[config.mk]
export PLATFORM = sky130hd
export DESIGN_NAME = bus_write_ctrl
export DESIGN_NICKNAME = d
export VERILOG_FILES = /design/src/rtl/bus_write_ctrl_pkg.sv /design/src/rtl/bus_write_ctrl_dm_write_fsm.sv /design/src/rtl/bus_write_ctrl.sv
export SDC_FILE = /design/constraint.sdc
export NUM_CORES = 1
export LEC_CHECK = 0
export CORE_MARGIN = 8
export CORE_UTILIZATION = 50
export CTS_BUF_LIST = sky130_fd_sc_hd__clkbuf_4
export DETAILED_ROUTE_END_ITERATION = 7
export HOLD_SLACK_MARGIN = 0.06
export PLACE_DENSITY = 0.9
export SLEW_MARGIN = 40
export SYNTH_ARGS = -nofsm -noshare
export SYNTH_HDL_FRONTEND = slang
export SYNTH_SLANG_ARGS = --single-unit
[constraint.sdc]
create_clock -name clock -period 1.76 [get_ports clock]
set_input_delay 0.264 -clock clock [delete_from_list [all_inputs] [get_ports clock]]
set_output_delay 0.264 -clock clock [all_outputs]
set_load 0.05 [all_outputs]
[src/rtl/bus_write_ctrl_pkg.sv]
// Shared definitions for the processor bus: write/read select codes,
// the decoded load-enable bundle and the data-memory write FSM states.
package bus_write_ctrl_pkg;

    // Select codes shared by the bus write decoder and the bus source mux.
    localparam logic [3:0] WE_NONE = 4'd0;
    localparam logic [3:0] WE_PC   = 4'd1;
    localparam logic [3:0] WE_DAR  = 4'd2;
    localparam logic [3:0] WE_IR   = 4'd4;
    localparam logic [3:0] WE_AC   = 4'd5;
    localparam logic [3:0] WE_R    = 4'd6;
    localparam logic [3:0] WE_R1   = 4'd7;
    localparam logic [3:0] WE_R2   = 4'd8;
    localparam logic [3:0] WE_R3   = 4'd9;
    localparam logic [3:0] WE_R4   = 4'd10;
    localparam logic [3:0] WE_R5   = 4'd11;
    localparam logic [3:0] WE_DM   = 4'd12;
    localparam logic [3:0] WE_IM   = 4'd13;

    // Width of the ack-timeout counter; covers timeouts up to 255 cycles.
    localparam int DM_CNT_W = 8;

    typedef enum logic {
        DM_IDLE = 1'b0,
        DM_REQ  = 1'b1
    } dm_state_e;

    // One load enable per bus destination.
    typedef struct packed {
        logic pc;
        logic dar;
        logic ir;
        logic ac;
        logic r;
        logic r1;
        logic r2;
        logic r3;
        logic r4;
        logic r5;
        logic dm;
    } we_decode_t;

    // Decode a write-select code into at most one load enable.
    function automatic we_decode_t decode_write_sel(input logic [3:0] code);
        we_decode_t d;
        // NOTE: clear every field before the case so no bit keeps a stale
        // value and no latch is implied when this is used combinationally.
        d = '0;
        case (code)
            WE_PC:           d.pc  = 1'b1;
            WE_DAR:          d.dar = 1'b1;
            WE_IR:           d.ir  = 1'b1;
            WE_AC:           d.ac  = 1'b1;
            WE_R:            d.r   = 1'b1;
            WE_R1:           d.r1  = 1'b1;
            WE_R2:           d.r2  = 1'b1;
            WE_R3:           d.r3  = 1'b1;
            WE_R4:           d.r4  = 1'b1;
            WE_R5:           d.r5  = 1'b1;
            WE_DM:           d.dm  = 1'b1;
            // Instruction memory is read-only; the unused codes write nothing.
            WE_NONE, WE_IM:  ;
            default:         ;
        endcase
        return d;
    endfunction

endpackage

[src/rtl/bus_write_ctrl_dm_write_fsm.sv]
// Data-memory write handshake: latches address/data on start, holds the
// request until ack or until the ack timeout expires.
module dm_write_fsm
    import bus_write_ctrl_pkg::*;
#(
    parameter int WIDTH       = 16,
    parameter int DM_WIDTH    = 8,
    parameter int ACK_TIMEOUT = 15
) (
    input  logic                clock,
    input  logic                reset_n,
    input  logic                i_start,
    input  logic [WIDTH-1:0]    i_addr,
    input  logic [DM_WIDTH-1:0] i_data,
    input  logic                i_ack,
    output logic                o_req,
    output logic                o_busy,
    output logic [WIDTH-1:0]    o_addr,
    output logic [DM_WIDTH-1:0] o_data,
    output logic                o_timeout
);

    // Counter value of the last REQ cycle in which an ack is still accepted.
    localparam logic [DM_CNT_W-1:0] CNT_LAST = DM_CNT_W'(ACK_TIMEOUT - 1);

    dm_state_e              r_state;
    logic [DM_CNT_W-1:0]    r_cnt;
    logic                   r_req;
    logic [WIDTH-1:0]       r_addr;
    logic [DM_WIDTH-1:0]    r_data;
    logic                   r_timeout;

    // Handshake FSM with registered request, latches and sticky timeout.
    always_ff @(posedge clock) begin
        // NOTE: state is updated with non-blocking assignments so every
        // branch sees the pre-edge values regardless of statement order.
        if (!reset_n) begin
            r_state   <= DM_IDLE;
            r_cnt     <= '0;
            r_req     <= 1'b0;
            r_addr    <= '0;
            r_data    <= '0;
            r_timeout <= 1'b0;
        end else begin
            case (r_state)
                DM_IDLE: begin
                    if (i_start) begin
                        r_addr    <= i_addr;
                        r_data    <= i_data;
                        r_cnt     <= '0;
                        r_timeout <= 1'b0;
                        r_req     <= 1'b1;
                        r_state   <= DM_REQ;
                    end
                end
                DM_REQ: begin
                    // A start request while busy is dropped, not queued.
                    if (i_ack) begin
                        r_req   <= 1'b0;
                        r_state <= DM_IDLE;
                    end else if (r_cnt == CNT_LAST) begin
                        r_timeout <= 1'b1;
                        r_req     <= 1'b0;
                        r_state   <= DM_IDLE;
                    end else begin
                        r_cnt <= r_cnt + 1'b1;
                    end
                end
                default: begin
                    r_req   <= 1'b0;
                    r_state <= DM_IDLE;
                end
            endcase
        end
    end

    assign o_req     = r_req;
    assign o_busy    = r_req;
    assign o_addr    = r_addr;
    assign o_data    = r_data;
    assign o_timeout = r_timeout;

endmodule

[src/rtl/bus_write_ctrl.sv]
// Write side of the shared processor bus: register bank loaded from the bus,
// PC increment, AC clear, and the data-memory write handshake.
module bus_write_ctrl
    import bus_write_ctrl_pkg::*;
#(
    parameter int WIDTH       = 16,
    parameter int DM_WIDTH    = 8,
    parameter int ACK_TIMEOUT = 15
) (
    input  logic                clock,
    input  logic                reset_n,
    input  logic [3:0]          write_en,
    input  logic [WIDTH-1:0]    busin,
    input  logic                pc_inc,
    input  logic                ac_clr,
    input  logic                dm_wr_ack,
    output logic [WIDTH-1:0]    pc,
    output logic [WIDTH-1:0]    dar,
    output logic [WIDTH-1:0]    ir,
    output logic [WIDTH-1:0]    ac,
    output logic [WIDTH-1:0]    r,
    output logic [WIDTH-1:0]    r1,
    output logic [WIDTH-1:0]    r2,
    output logic [WIDTH-1:0]    r3,
    output logic [WIDTH-1:0]    r4,
    output logic [WIDTH-1:0]    r5,
    output logic                dm_wr_req,
    output logic [WIDTH-1:0]    dm_addr,
    output logic [DM_WIDTH-1:0] dm_wdata,
    output logic                dm_busy,
    output logic                dm_timeout
);

    we_decode_t       w_ld;
    logic [WIDTH-1:0] r_pc;
    logic [WIDTH-1:0] r_dar;
    logic [WIDTH-1:0] r_ir;
    logic [WIDTH-1:0] r_ac;
    logic [WIDTH-1:0] r_r;
    logic [WIDTH-1:0] r_r1;
    logic [WIDTH-1:0] r_r2;
    logic [WIDTH-1:0] r_r3;
    logic [WIDTH-1:0] r_r4;
    logic [WIDTH-1:0] r_r5;

    assign w_ld = decode_write_sel(write_en);

    // Register bank: bus load beats pc_inc, ac_clr beats bus load.
    always_ff @(posedge clock) begin
        if (!reset_n) begin
            r_pc  <= '0;
            r_dar <= '0;
            r_ir  <= '0;
            r_ac  <= '0;
            r_r   <= '0;
            r_r1  <= '0;
            r_r2  <= '0;
            r_r3  <= '0;
            r_r4  <= '0;
            r_r5  <= '0;
        end else begin
            if (w_ld.pc)      r_pc <= busin;
            else if (pc_inc)  r_pc <= r_pc + WIDTH'(1);

            if (ac_clr)       r_ac <= '0;
            else if (w_ld.ac) r_ac <= busin;

            if (w_ld.dar)     r_dar <= busin;
            if (w_ld.ir)      r_ir  <= busin;
            if (w_ld.r)       r_r   <= busin;
            if (w_ld.r1)      r_r1  <= busin;
            if (w_ld.r2)      r_r2  <= busin;
            if (w_ld.r3)      r_r3  <= busin;
            if (w_ld.r4)      r_r4  <= busin;
            if (w_ld.r5)      r_r5  <= busin;
        end
    end

    assign pc = r_pc;
    assign dar = r_dar;
    assign ir = r_ir;
    assign ac = r_ac;
    assign r  = r_r;
    assign r1 = r_r1;
    assign r2 = r_r2;
    assign r3 = r_r3;
    assign r4 = r_r4;
    assign r5 = r_r5;

    // The write address is the DAR value before this edge's bus load.
    dm_write_fsm #(
        .WIDTH       (WIDTH),
        .DM_WIDTH    (DM_WIDTH),
        .ACK_TIMEOUT (ACK_TIMEOUT)
    ) u_dm_write_fsm (
        .clock     (clock),
        .reset_n   (reset_n),
        .i_start   (w_ld.dm),
        .i_addr    (r_dar),
        .i_data    (busin[DM_WIDTH-1:0]),
        .i_ack     (dm_wr_ack),
        .o_req     (dm_wr_req),
        .o_busy    (dm_busy),
        .o_addr    (dm_addr),
        .o_data    (dm_wdata),
        .o_timeout (dm_timeout)
    );

endmodule

==> results of run 1 <==
sequential cells by signal (all words and copies together), names as in the netlist:
| register | flops |
|---|---|
| ac | 16 |
| dar | 16 |
| ir | 16 |
| pc | 16 |
| r | 16 |
| r1 | 16 |
| r2 | 16 |
| r3 | 16 |
| r4 | 16 |
| r5 | 16 |
| u_dm_write_fsm.o_addr | 16 |
| u_dm_write_fsm.o_busy | 1 |
| u_dm_write_fsm.o_data | 8 |
| u_dm_write_fsm.o_timeout | 1 |
| u_dm_write_fsm.r_cnt | 8 |
| u_dm_write_fsm.r_state | 1 |
placed cells by master, fill, tap and decap left out, types with 3 or more instances in the layout:
master and instances:
nor2_2 4, ha_1 3, nand4_1 10, clkdlybuf4s50_1 23, xnor2_1 15, and3_1 3, clkbuf_4 18, o211a_1 5
a21boi_0 107, nand2_2 6, clkdlybuf4s15_2 14, o21ai_0 10, inv_1 8, a21oi_1 28, nand2_1 347, inv_8 3
nor3_1 3, xor2_1 6, inv_6 4, nand3_1 6, dfxtp_1 195, a21boi_1 48, nor2_1 8, buf_4 188
buf_12 17, or3_1 3, nor3_4 3, nor2_4 3, nor4_1 7, clkbuf_2 23, clkinvlp_4 4
worst max-delay path: cells and delay by family (launching register included):
| kind | cells | cell delay, ns |
|---|---|---|
| DFF | 1 | 0.40 |
| adders and majority gates | 1 | 0.23 |
| and+or+nand+nor | 2 | 0.56 |
| AOI/OAI and AO/OA | 2 | 0.38 |
worst min-delay path by stage:
stage	start	to	depth (start not counted)
after detailed placement	r5[12]$_SDFFE_PN0N_	r5[12]$_SDFFE_PN0N_	2
after floorplan	busin[0]	pc[0]$_SDFFE_PN0P_	1
after CTS	busin[10]	r2[10]$_SDFFE_PN0N_	4
final	busin[15]	ac[15]$_SDFFE_PP0N_	4
after global placement	r1[12]$_SDFFE_PN0N_	r1[12]$_SDFFE_PN0N_	2
after global routing	busin[15]	ac[15]$_SDFFE_PP0N_	4
cells by family after synthesis:
family / after synthesis
simple gates: 419
compound gates: 206
flops: 195
buf+inv: 78
xor+xnor: 21
fa+ha+maj: 3
mux: 1
metrics by stage:
step / worst slack, ns / std cells / total power, mW / hold slack, ns / setup TNS (ns)
2_1_floorplan: 0.03934 / 923 / 5.315 / 0.4200 / 0
3_3_place_gp: -0.1029 / 1306 / 5.740 / 0.4405 / -3.721
3_5_place_dp: -0.1454 / 1306 / 5.757 / 0.4470 / -9.975
4_1_cts: 0.0005789 / 1339 / 8.242 / 0.3846 / 0
5_1_grt: 0.01955 / 1339 / 8.481 / 0.3967 / 0
6_report: 0.1319 / 1339 / 8.170 / 0.4277 / 0
repair_timing:
action / CTS / global route
hold buffers: 1 / 0
setup endpoints to repair: 37 / 23
endpoints found under the hold margin: 14 / 0
pin swaps: 0 / 0
gates resized for setup: 88 / 23
metal layers:
metal / GRT usage (%) / wire length [µm]
met5: 0 / 0
met4: 7.919 / 505
met3: 7.799 / 2054
met2: 40.72 / 11920
met1: 27.39 / 9605
area by class of cell:
| type | count | area [µm²] |
|---|---|---|
| clock buffer | 18 | 135.1 |
| clock inverter | 14 | 167.7 |
| fill | 1246 | 4943 |
| inverter | 8 | 30.03 |
| multi-input combinational | 650 | 3522 |
| sequential | 195 | 3904 |
| tap | 188 | 235.2 |
| timing repair buffer | 266 | 2265 |
power by group through the flow:
| stage | clock network [mW] | logic (mW) | registers (mW) |
|---|---|---|---|
| floorplan | 0 | 0.362 | 4.95 |
| global placement | 0 | 1.08 | 4.66 |
| detailed placement | 0 | 1.10 | 4.66 |
| CTS | 2.58 | 1.10 | 4.57 |
| global route | 2.76 | 1.15 | 4.58 |
| finish | 2.51 | 1.09 | 4.57 |
==> PnR_summary.wiki, run 1 <==
{| class="wikitable"
! Metric !! Value
|-
| Run status || completed
|-
| CP endpoint kind || flop
|-
| Compound-Gate Fraction of Synth Area || 18.81%
|-
| Share of synthesized flip-flops with an asynchronous set or reset || 0%
|-
| Total core area || approximately 0.015 mm²
|-
| CTS H-tree lvls || 4
|-
| Count of final setup violators || 0
|-
| Power Internal || about 5.8 mW
|-
| Share of Yosys cell area claimed by the top area cell type || 50.04%
|-
| FF-to-FF setup slack || 0.13 ns
|-
| Post-Route Skew || ~0.018 ns
|-
| Clock sink count || 195
|-
| Number of library cell types mapped by synthesis || 44
|-
| Inserted Diodes || 0
|-
| First-pass iteration count of the detailed router || 5
|-
| Final layout net count || around 1,200
|-
| Setup fix buffers added after clock tree synthesis || 0
|-
| CTS clk-pin slew, worst paths || around 0.16 ns
|-
| Cts bufs inserted || 17
|-
| Kind of start point of the critical path || flop
|-
| Period Utilization, post-route || 92.51%
|-
| Share of layout cells above drive strength 1 || 25.98%
|-
| Post-synth top flop || dfxtp_1
|-
| Crit path capture || u_dm_write_fsm.r_cnt[1]$_SDFFE_PN0P_
|-
| Quantity of I/O buffers inserted on ports || 211
|-
| Proportion of synthesized area in mux cells || 0.1283%
|-
| Global placer's final weighted congestion || 0.8028
|-
| Tightest Hold Check Type || in -> reg
|-
| Reported leakage power || 3.999 nW
|-
| Post-synth EDFFs || 0
|-
| Max-slew violations || 0
|-
| Maximum number of pins on one net before global-route repair || 78
|-
| Data arrival time of the critical path || 2.14 ns
|-
| Achievable clock frequency || 614.2 MHz
|-
| Overall global routing resource usage || between 20% and 30%
|-
| Min Tclk post-route || about 1.6 ns
|-
| Mapped Avg Cell Area || between 8 and 9 µm²
|-
| Number of buffers on the longest clock path || 2
|-
| Synthesized cell area || 0.007801 mm²
|-
| Number of antenna violations at the first check in global routing || 0
|-
| Number of cells on the worst reg-to-reg path || 5
|-
| Critical path type || reg -> reg
|-
| Standard cell area after detailed placement || roughly 0.010 mm²
|-
| Setup repair after global routing missed its margin || false
|-
| DRT iter0 DRCs || roughly 480
|-
| Maximum vdd drop || roughly 0.59 mV
|-
| Post-detail-place hpwl || 16,430 µm
|-
| Total wire length || 24,090 µm
|-
| Number of rows created at floorplan || between 40 and 50
|-
| Utilization after layout || 67.48%
|-
| Post-Synth Adder-Cell Area || 0.4812%
|-
| CTS tree || yes
|-
| Starting Density || 51.32%
|-
| Cell types with the highest counts after synthesis || 347 x nand2_1, 195 x dfxtp_1, 107 x a21boi_0
|-
| CP cell instances || ha_1 > and3_1 > a21o_1 > or3_1 > a21boi_1
|-
| Leading post-synthesis cells by cell area || dfxtp_1 50%, nand2_1 17%, a21boi_0 10%, a21boi_1 4.6%, a21oi_1 1.8%
|-
| Via count of the first global-routing pass || 6,689
|-
| RR Endpoint || u_dm_write_fsm.r_cnt[1]$_SDFFE_PN0P_
|-
| Total global routing overflow || 0
|-
| Sequential share of power || 55.9%
|-
| Net switching share of the total power || 29.20%
|-
| P per Cell Area || 796.4 mW/mm²
|-
| Switching power || 2.385 mW
|-
| Delay of the slowest cell on the worst path || 0.40 ns
|-
| Required arrival time at the worst endpoint || 2.27 ns
|-
| Clock latency on the worst-skew pair || 0.58 ns
|-
| Post-route design area || 0.01026 mm²
|-
| Die area || 0.01986 mm²
|-
| Average detailed-routed wire length per instance || 17.99 µm
|-
| Worst reg2reg path startpoint || u_dm_write_fsm.r_cnt[1]$_SDFFE_PN0P_
|-
| Comb power frac || a little over an eighth
|-
| Cell with the largest stage delay on the worst path || dfxtp_1
|-
| Global-route wire length before repair || 36,890 µm
|-
| Clock root buffer master || clkbuf_4
|-
| Measured slew at the worst slew-check pin || 0.4193 ns
|-
| Synth area leader || dfxtp_1
|-
| Synthesized netlist cell count || slightly above 900
|-
| Number of remaining DRC errors || 0
|-
| Max_cap viols || 0
|-
| Fin. Hold Viols || 0
|-
| Flop and latch count out of synthesis || 195
|-
| Routed via count || 7,068
|-
| Critical Path Start || u_dm_write_fsm.r_cnt[1]$_SDFFE_PN0P_
|-
| Die span in y || 140.9 µm
|-
| Xor-xnor portion of the synthesized cell area || 2.358%
|-
| Area grow syn2layout || 31.50%
|-
| Number of top-level design ports || 212
|-
| Main combinational cell family by area after synthesis || simple AND/OR/NAND/NOR gates
|-
| Detail Route Antenna Nets || 0
|-
| Max-slew headroom at the worst pin || approximately 70%
|-
| Yosys warning count || 0
|-
| Dominant cell by count in the synthesized netlist || nand2_1
|-
| Simple-gate share of the synthesized area || approximately a quarter
|-
| Max FO, Critical Path || 6
|-
| Net count after synthesis || 951
|-
| Horizontal die dimension || 140.9 µm
|-
| Clock group share of total power || 30.8%
|-
| Sequential element share of the synthesized area || 50.04%
|-
| DR vias/cell || about 5.3
|}
No activity file was read; power rests on OpenSTA's default activity.
==> inputs of run 2 (changes only) <==
--- a/config.mk
+++ b/config.mk
@@ -5,12 +5,12 @@
 export SDC_FILE = /design/constraint.sdc
 export NUM_CORES = 1
 export LEC_CHECK = 0
-export CORE_MARGIN = 8
 export CORE_UTILIZATION = 50
 export CTS_BUF_LIST = sky130_fd_sc_hd__clkbuf_4
 export DETAILED_ROUTE_END_ITERATION = 7
 export HOLD_SLACK_MARGIN = 0.06
 export PLACE_DENSITY = 0.9
+export SETUP_SLACK_MARGIN = 0.2
 export SLEW_MARGIN = 40
 export SYNTH_ARGS = -nofsm -noshare
 export SYNTH_HDL_FRONTEND = slang
==> PnR_summary.wiki, run 2 (synthesis results as in run 1) <==
{| class="wikitable"
! Metric !! Value
|-
| Share of layout cells above drive strength 1 || 27.48% (+1.5 points)
|-
| Run status || completed
|-
| DR vias/cell || 5.352 (+1.4%)
|-
| Achievable clock frequency || 661.3 MHz (+7.7%)
|-
| Met1 Routed Length || 9601 µm (about the same)
|-
| Detail Route Antenna Nets || 0 (unchanged)
|-
| Post-Route Skew || 0.01194 ns (-0.005633 ns)
|-
| Average detailed-routed wire length per instance || 16.97 µm (-5.7%)
|-
| Area grow syn2layout || 29.62%
|-
| Die area || 0.01611 mm² (-19%)
|-
| Amount of wire on met3 after detailed routing || 1601 µm (-22%)
|-
| Global placer's final weighted congestion || 0.8243 (+2.7%)
|-
| CTS clk-pin slew, worst paths || 0.15 ns (about the same)
|-
| DRT iter0 DRCs || 549 (+13%)
|-
| Number of top-level design ports || 212 (unchanged)
|-
| Top metal layer carrying routed signals || met4
|-
| Via count of the first global-routing pass || 6,590 (-1.5%)
|-
| Number of rows created at floorplan || 45 (unchanged)
|-
| Maximum number of pins on one net before global-route repair || 96 (+23%)
|-
| Pre-CTS setup slack || -0.1593 ns (-0.01389 ns)
|-
| Reported leakage power || 4.048 nW (+1.2%)
|-
| First-pass iteration count of the detailed router || 5 (unchanged)
|-
| Number of remaining DRC errors || 0 (unchanged)
|-
| Post-detail-place hpwl || 14,910 µm (-9.3%)
|-
| Post-route design area || 0.01011 mm² (-1.4%)
|-
| Max FO, Critical Path || 4 (-2)
|-
| Hold buffer count at CTS || 0 (-1)
|-
| Max-slew headroom at the worst pin || 68.53% (-3.3 points)
|-
| Number of antenna violations at the first check in global routing || 1 (+1)
|-
| Maximum vdd drop || 0.5046 mV (-15%)
|-
| Critical path type || reg -> reg
|-
| Starting Density || 51.32% (unchanged)
|-
| Clock sink count || 195 (unchanged)
|-
| Required arrival time at the worst endpoint || 2.27 ns (about the same)
|-
| Overall global routing resource usage || 28.65% (+4.9 points)
|-
| Most common library cell in the layout ignoring fill and taps || nand2_1
|-
| Tightest Hold Check Type || in -> reg
|-
| Measured slew at the worst slew-check pin || 0.4685 ns (+0.04927 ns)
|-
| Min Tclk post-route || 1.512 ns (-0.1160 ns)
|-
| Final layout net count || 1,165 (-0.086%)
|-
| Global-route wire length before repair || 35,250 µm (-4.4%)
|-
| Met2 routed wirelength || 10,620 µm (-11%)
|-
| Setup repair after global routing missed its margin || true
|-
| Period Utilization, post-route || 85.92% (-6.6 points)
|-
| Max_cap viols || 0 (unchanged)
|-
| Clock latency on the worst-skew pair || 0.57 ns (about the same)
|-
| CP endpoint kind || flop
|-
| Quantity of I/O buffers inserted on ports || 211 (unchanged)
|-
| CTS H-tree lvls || 4 (unchanged)
|-
| Crit path setup slack, layout || 0.2479 ns (+0.1160 ns)
|-
| Max-slew violations || 0 (unchanged)
|-
| Total global routing overflow || 0 (unchanged)
|-
| Final sum of negative setup slack || 0 ns (unchanged)
|-
| Top library cells by usage in the layout, fill and taps aside || 347 x nand2_1, 178 x dfxtp_1, 129 x buf_4, 107 x a21boi_0, 74 x buf_2
|-
| Multi-input gate area || 0.003540 mm² (+0.50%)
|-
| CTS tree || yes
|-
| Fill cells || 1,268 (+1.8%)
|-
| Kind of start point of the critical path || flop
|-
| Total core area || 0.01520 mm² (unchanged)
|-
| Fin. Hold Viols || 0 (unchanged)
|-
| Routed via count || 7,166 (+1.4%)
|-
| Die span in y || 126.9 µm (-9.9%)
|-
| Sequential cell area in the final layout || 0.003925 mm² (+0.54%)
|-
| Delay of the slowest cell on the worst path || 0.37 ns (-0.03 ns)
|-
| Clock root buffer master || clkbuf_4
|-
| Total wire length || 22,720 µm (-5.7%)
|-
| Cell with the largest stage delay on the worst path || or3_1
|-
| CP cell instances || inv_2 > ha_4 > and3_4 > a21o_1 > or3_1 > a21boi_1
|-
| Cts bufs inserted || 17 (unchanged)
|-
| Data arrival time of the critical path || 2.02 ns (-0.12 ns)
|-
| Number of buffers on the longest clock path || 2 (unchanged)
|-
| P per Cell Area || 810.0 mW/mm² (+1.7%)
|-
| Count of final setup violators || 0 (unchanged)
|-
| Standard cell area after detailed placement || 0.01018 mm² (+1.4%)
|-
| Horizontal die dimension || 126.9 µm (-9.9%)
|}
==> run 2: layout make-up <==
type,count,share of cell area [%]
multi-input combinational,650,35.00
tap,188,2.326
timing repair buffer,265,20.51
antenna,1,0.02475
clock buffer,17,1.262
sequential,195,38.81
inverter,8,0.2970
clock inverter,15,1.757
==> run 2: final timing paths <==
| path | slack (ns) | cells past startpoint | from | to |
|---|---|---|---|---|
| max | 0.25 | 6 | u_dm_write_fsm.r_cnt[0]$_SDFFE_PN0P_ | u_dm_write_fsm.r_cnt[1]$_SDFFE_PN0P_ |
| min | 0.20 | 4 | reset_n | ac[15]$_SDFFE_PP0N_ |
| max reg2reg | 0.25 | 6 | u_dm_write_fsm.r_cnt[0]$_SDFFE_PN0P_ | u_dm_write_fsm.r_cnt[1]$_SDFFE_PN0P_ |
| min reg2reg | 0.46 | 2 | u_dm_write_fsm.o_addr[8]$_SDFFE_PN0P_ | u_dm_write_fsm.o_addr[8]$_SDFFE_PN0P_ |
==> run 2: layer usage <==
layer | vias up | global-route usage (%)
met5 | - | 0
met2 | 242 | 45.73
li1 | 3444 | -
met3 | 53 | 8.098
met1 | 3427 | 35.49
met4 | 0 | 14.29
==> run 2: timing repair <==
| item | 4_1_cts | 5_1_grt |
|---|---|---|
| setup endpoints to repair | 98 | 27 |
| pin swaps | 0 | 3 |
| gates resized for setup | 483 | 30 |
| setup buffers | 1 | 2 |
==> run 2: stage by stage <==
| stage | std cells | power, mW | hold slack [ns] | util, % |
|---|---|---|---|---|
| final | 1339 | 8.191 | 0.1986 | 66.52 |
| after global routing | 1339 | 8.515 | 0.1425 | 66.52 |
| after CTS | 1336 | 8.236 | 0.1349 | 65.98 |
| after detailed placement | 1303 | 5.751 | 0.4446 | 66.98 |
| after global placement | 1303 | 5.736 | 0.4402 | 66.98 |
| after floorplan | 923 | 5.318 | 0.4199 | - |
==> run 2: power by group <==
group / leakage, nW / total [mW] / switching, mW / internal, mW
clock network: 0.162 / 2.55 / 1.55 / 1.00
registers: 1.58 / 4.57 / 0.0651 / 4.51
logic: 2.30 / 1.06 / 0.704 / 0.359
total: 4.05 / 8.19 / 2.32 / 5.87
==> run 2: critical path: cells and delay by family, from the launching register on <==
family          cells  cell delay, ns
fa+ha+maj           1            0.15
compound gates      2            0.36
buf+inv             1            0.04
simple gates        2            0.54
flops               1            0.36
==> inputs of run 3 (changes only) <==
--- a/config.mk
+++ b/config.mk
@@ -10,6 +10,7 @@
 export DETAILED_ROUTE_END_ITERATION = 7
 export HOLD_SLACK_MARGIN = 0.06
 export PLACE_DENSITY = 0.9
+export RECOVER_POWER = 25
 export SETUP_SLACK_MARGIN = 0.2
 export SLEW_MARGIN = 40
 export SYNTH_ARGS = -nofsm -noshare
==> PnR_summary.wiki, run 3 (synthesis results as in run 1) <==
{| class="wikitable"
! Metric !! Value
|-
| Run status || completed
|-
| Maximum number of pins on one net before global-route repair || 96 (unchanged)
|-
| Reported leakage power || 4.010 nW (-0.95%)
|-
| Critical Path Start || write_en[0]
|-
| Share of layout cells above drive strength 1 || 26.61% (-0.87 points)
|-
| Quantity of I/O buffers inserted on ports || 211 (unchanged)
|-
| Total wire length || 22,670 µm (-0.23%)
|-
| Cts bufs inserted || 17 (unchanged)
|-
| Final layout net count || 1,165 (unchanged)
|-
| Critical path type || in -> reg
|-
| Cell with the largest stage delay on the worst path || dlygate4sd3_1
|-
| Top library cells by usage in the layout, fill and taps aside || 347 x nand2_1, 178 x dfxtp_1, 133 x a21boi_0, 124 x buf_4, 74 x buf_2
|-
| Number of cells in the design after placement || 1,303 (unchanged)
|-
| Clock sink count || 195 (unchanged)
|-
| Maximum vdd drop || 0.5042 mV (about the same)
|-
| Post-detail-place hpwl || 14,910 µm (unchanged)
|-
| Clock latency on the worst-skew pair || 0.57 ns (about the same)
|-
| Achievable clock frequency || 632.7 MHz (-4.3%)
|-
| Global-route wire length before repair || 35,250 µm (unchanged)
|-
| Number of rows created at floorplan || 45 (unchanged)
|-
| Number of antenna violations at the first check in global routing || 2 (+1)
|-
| DR vias/cell || 5.337 (-0.27%)
|-
| Starting Density || 51.32% (unchanged)
|-
| Die area || 0.01611 mm² (unchanged)
|-
| Kind of start point of the critical path || input pin
|-
| Max FO, Critical Path || 16 (+12)
|-
| Most common library cell in the layout ignoring fill and taps || nand2_1
|-
| CP cell instances || dlygate4sd3_1 > buf_4 > nand2b_4 > clkbuf_1 > nor2_4 > clkbuf_2 > nand2_1 > a21boi_0
|-
| Fin. Hold Viols || 0 (unchanged)
|-
| Data arrival time of the critical path || 2.09 ns (+0.07 ns)
|-
| Number of cells on the worst reg-to-reg path || 6 (unchanged)
|-
| First-pass iteration count of the detailed router || 5 (unchanged)
|-
| Via count of the first global-routing pass || 6,590 (unchanged)
|-
| Post-Route Skew || 0.01053 ns (-0.001410 ns)
|-
| Final non-filler cell total || 1,340 (+0.075%)
|-
| Max_cap viols || 0 (unchanged)
|-
| Die span in y || 126.9 µm (unchanged)
|-
| CP endpoint kind || flop
|-
| Final sum of negative setup slack || 0 ns (unchanged)
|-
| Delay of the slowest cell on the worst path || 0.59 ns (+0.22 ns)
|-
| Min Tclk post-route || 1.581 ns (+0.06848 ns)
|-
| Buffers plus inverters on the worst setup path || 4 (+3)
|-
| Required arrival time at the worst endpoint || 2.27 ns (about the same)
|-
| CTS H-tree lvls || 4 (unchanged)
|-
| Total global routing overflow || 0 (unchanged)
|-
| Average detailed-routed wire length per instance || 16.92 µm (-0.30%)
|-
| Post-route design area || 0.01004 mm² (-0.72%)
|-
| Measured slew at the worst slew-check pin || 0.5126 ns (+0.04402 ns)
|-
| Count of final setup violators || 0 (unchanged)
|-
| Tightest Hold Check Type || in -> reg
|-
| P per Cell Area || 815.1 mW/mm² (+0.63%)
|-
| Tot Pwr || 8.183 mW (about the same)
|-
| Depth of the critical timing path with buffers and inverters included || 8 (+2)
|-
| Routed via count || 7,152 (-0.20%)
|-
| Area grow syn2layout || 28.69%
|-
| Setup repair after global routing missed its margin || true
|-
| FF-to-FF setup slack || 0.25 ns (about the same)
|-
| Global placer's final weighted congestion || 0.8243 (unchanged)
|-
| Number of buffers on the longest clock path || 2 (unchanged)
|-
| Standard cell area after detailed placement || 0.01018 mm² (unchanged)
|-
| Crit path capture || r4[1]$_SDFFE_PN0N_
|-
| Hold buffer count at CTS || 0 (unchanged)
|-
| Horizontal die dimension || 126.9 µm (unchanged)
|-
| DRT iter0 DRCs || 586 (+6.7%)
|-
| Period Utilization, post-route || 89.81% (+3.9 points)
|-
| Worst reg2reg path startpoint || u_dm_write_fsm.r_cnt[0]$_SDFFE_PN0P_
|-
| Max-slew violations || 0 (unchanged)
|-
| RR Endpoint || u_dm_write_fsm.r_cnt[1]$_SDFFE_PN0P_
|-
| Max-slew headroom at the worst pin || 65.83% (-2.7 points)
|-
| Total core area || 0.01520 mm² (unchanged)
|-
| Detail Route Antenna Nets || 0 (unchanged)
|-
| CTS tree || yes
|-
| Number of remaining DRC errors || 0 (unchanged)
|-
| Clock root buffer master || clkbuf_4
|-
| Number of top-level design ports || 212 (unchanged)
|-
| Cell type group with the largest total delay on the critical path || buffers and inverters
|-
| CTS clk-pin slew, worst paths || 0.15 ns (about the same)
|-
| Overall global routing resource usage || 28.65% (unchanged)
|}
run 3: cell count changes in the layout (fill, tap and decap cells not counted), sizes merged:
cell,before,now
clkbuf,39,45
buf,220,214
dlygate4sd3,0,3
diode,1,2
clkdlybuf4s50,23,20
run 3: timing repair:
item | CTS | global route
pin swaps | 0 | 3
setup buffers | 1 | 2
setup endpoints to repair | 98 | 27
gates resized for setup | 483 | 30
run 3: tightest hold or removal path: cells and delay by family:
family	cells	cell delay (ns)
and+or+nand+nor	1	0.07
AOI/OAI and AO/OA	1	0.06
buffers and inverters	2	0.35
run 3: final cells by class:
type | instances | area (µm²)
fillers | 1283 | 5162
flip-flops and latches | 195 | 3925
multi-input cells | 650 | 3490
repair buffers | 265 | 2049
well taps | 188 | 235.2
clock inverters | 15 | 177.7
clock buffers | 17 | 127.6
inverters | 8 | 30.03
diodes | 2 | 5.005
run 3: per-layer routing:
metal / global-route usage (%) / vias to the layer above / part of all wire, %
li1: - / 3447 / -
met4: 14.29 / 0 / 4.3
met3: 8.098 / 61 / 7.6
met1: 35.49 / 3374 / 41
met2: 45.73 / 270 / 47
met5: 0 / - / 0
run 3: how the worst min path moves through the flow:
stage                                                       end  slack (ns)                                  start  depth (start not counted)
after floorplan                              pc[0]$_SDFFE_PN0P_        0.42                               busin[0]                          1
after global placement    u_dm_write_fsm.o_addr[8]$_SDFFE_PN0P_        0.44  u_dm_write_fsm.o_addr[8]$_SDFFE_PN0P_                          2
after detailed placement  u_dm_write_fsm.o_addr[8]$_SDFFE_PN0P_        0.44  u_dm_write_fsm.o_addr[8]$_SDFFE_PN0P_                          2
after CTS                  u_dm_write_fsm.r_cnt[0]$_SDFFE_PN0P_        0.13                                reset_n                          3
after global routing                        ac[13]$_SDFFE_PP0N_        0.14                                reset_n                          4
final                                        ac[6]$_SDFFE_PP0N_        0.19                                reset_n                          4
run 3: stage by stage:
step	util [%]	hold WS, ns	setup WS [ns]
2_1_floorplan	-	0.4199	0.2202
4_1_cts	65.98	0.1349	0.1061
5_1_grt	66.04	0.1425	0.1061
3_3_place_gp	66.98	0.4402	-0.1058
3_5_place_dp	66.98	0.4446	-0.1593
6_report	66.04	0.1895	0.1794
run 3: power breakdown:
part           leakage, nW  internal [mW]  total [mW]  switching [mW]
combinational         2.26          0.348        1.04           0.697
sequential            1.58           4.51        4.57          0.0650
clock                0.162           1.00        2.57            1.56
total                 4.01           5.86        8.18            2.32
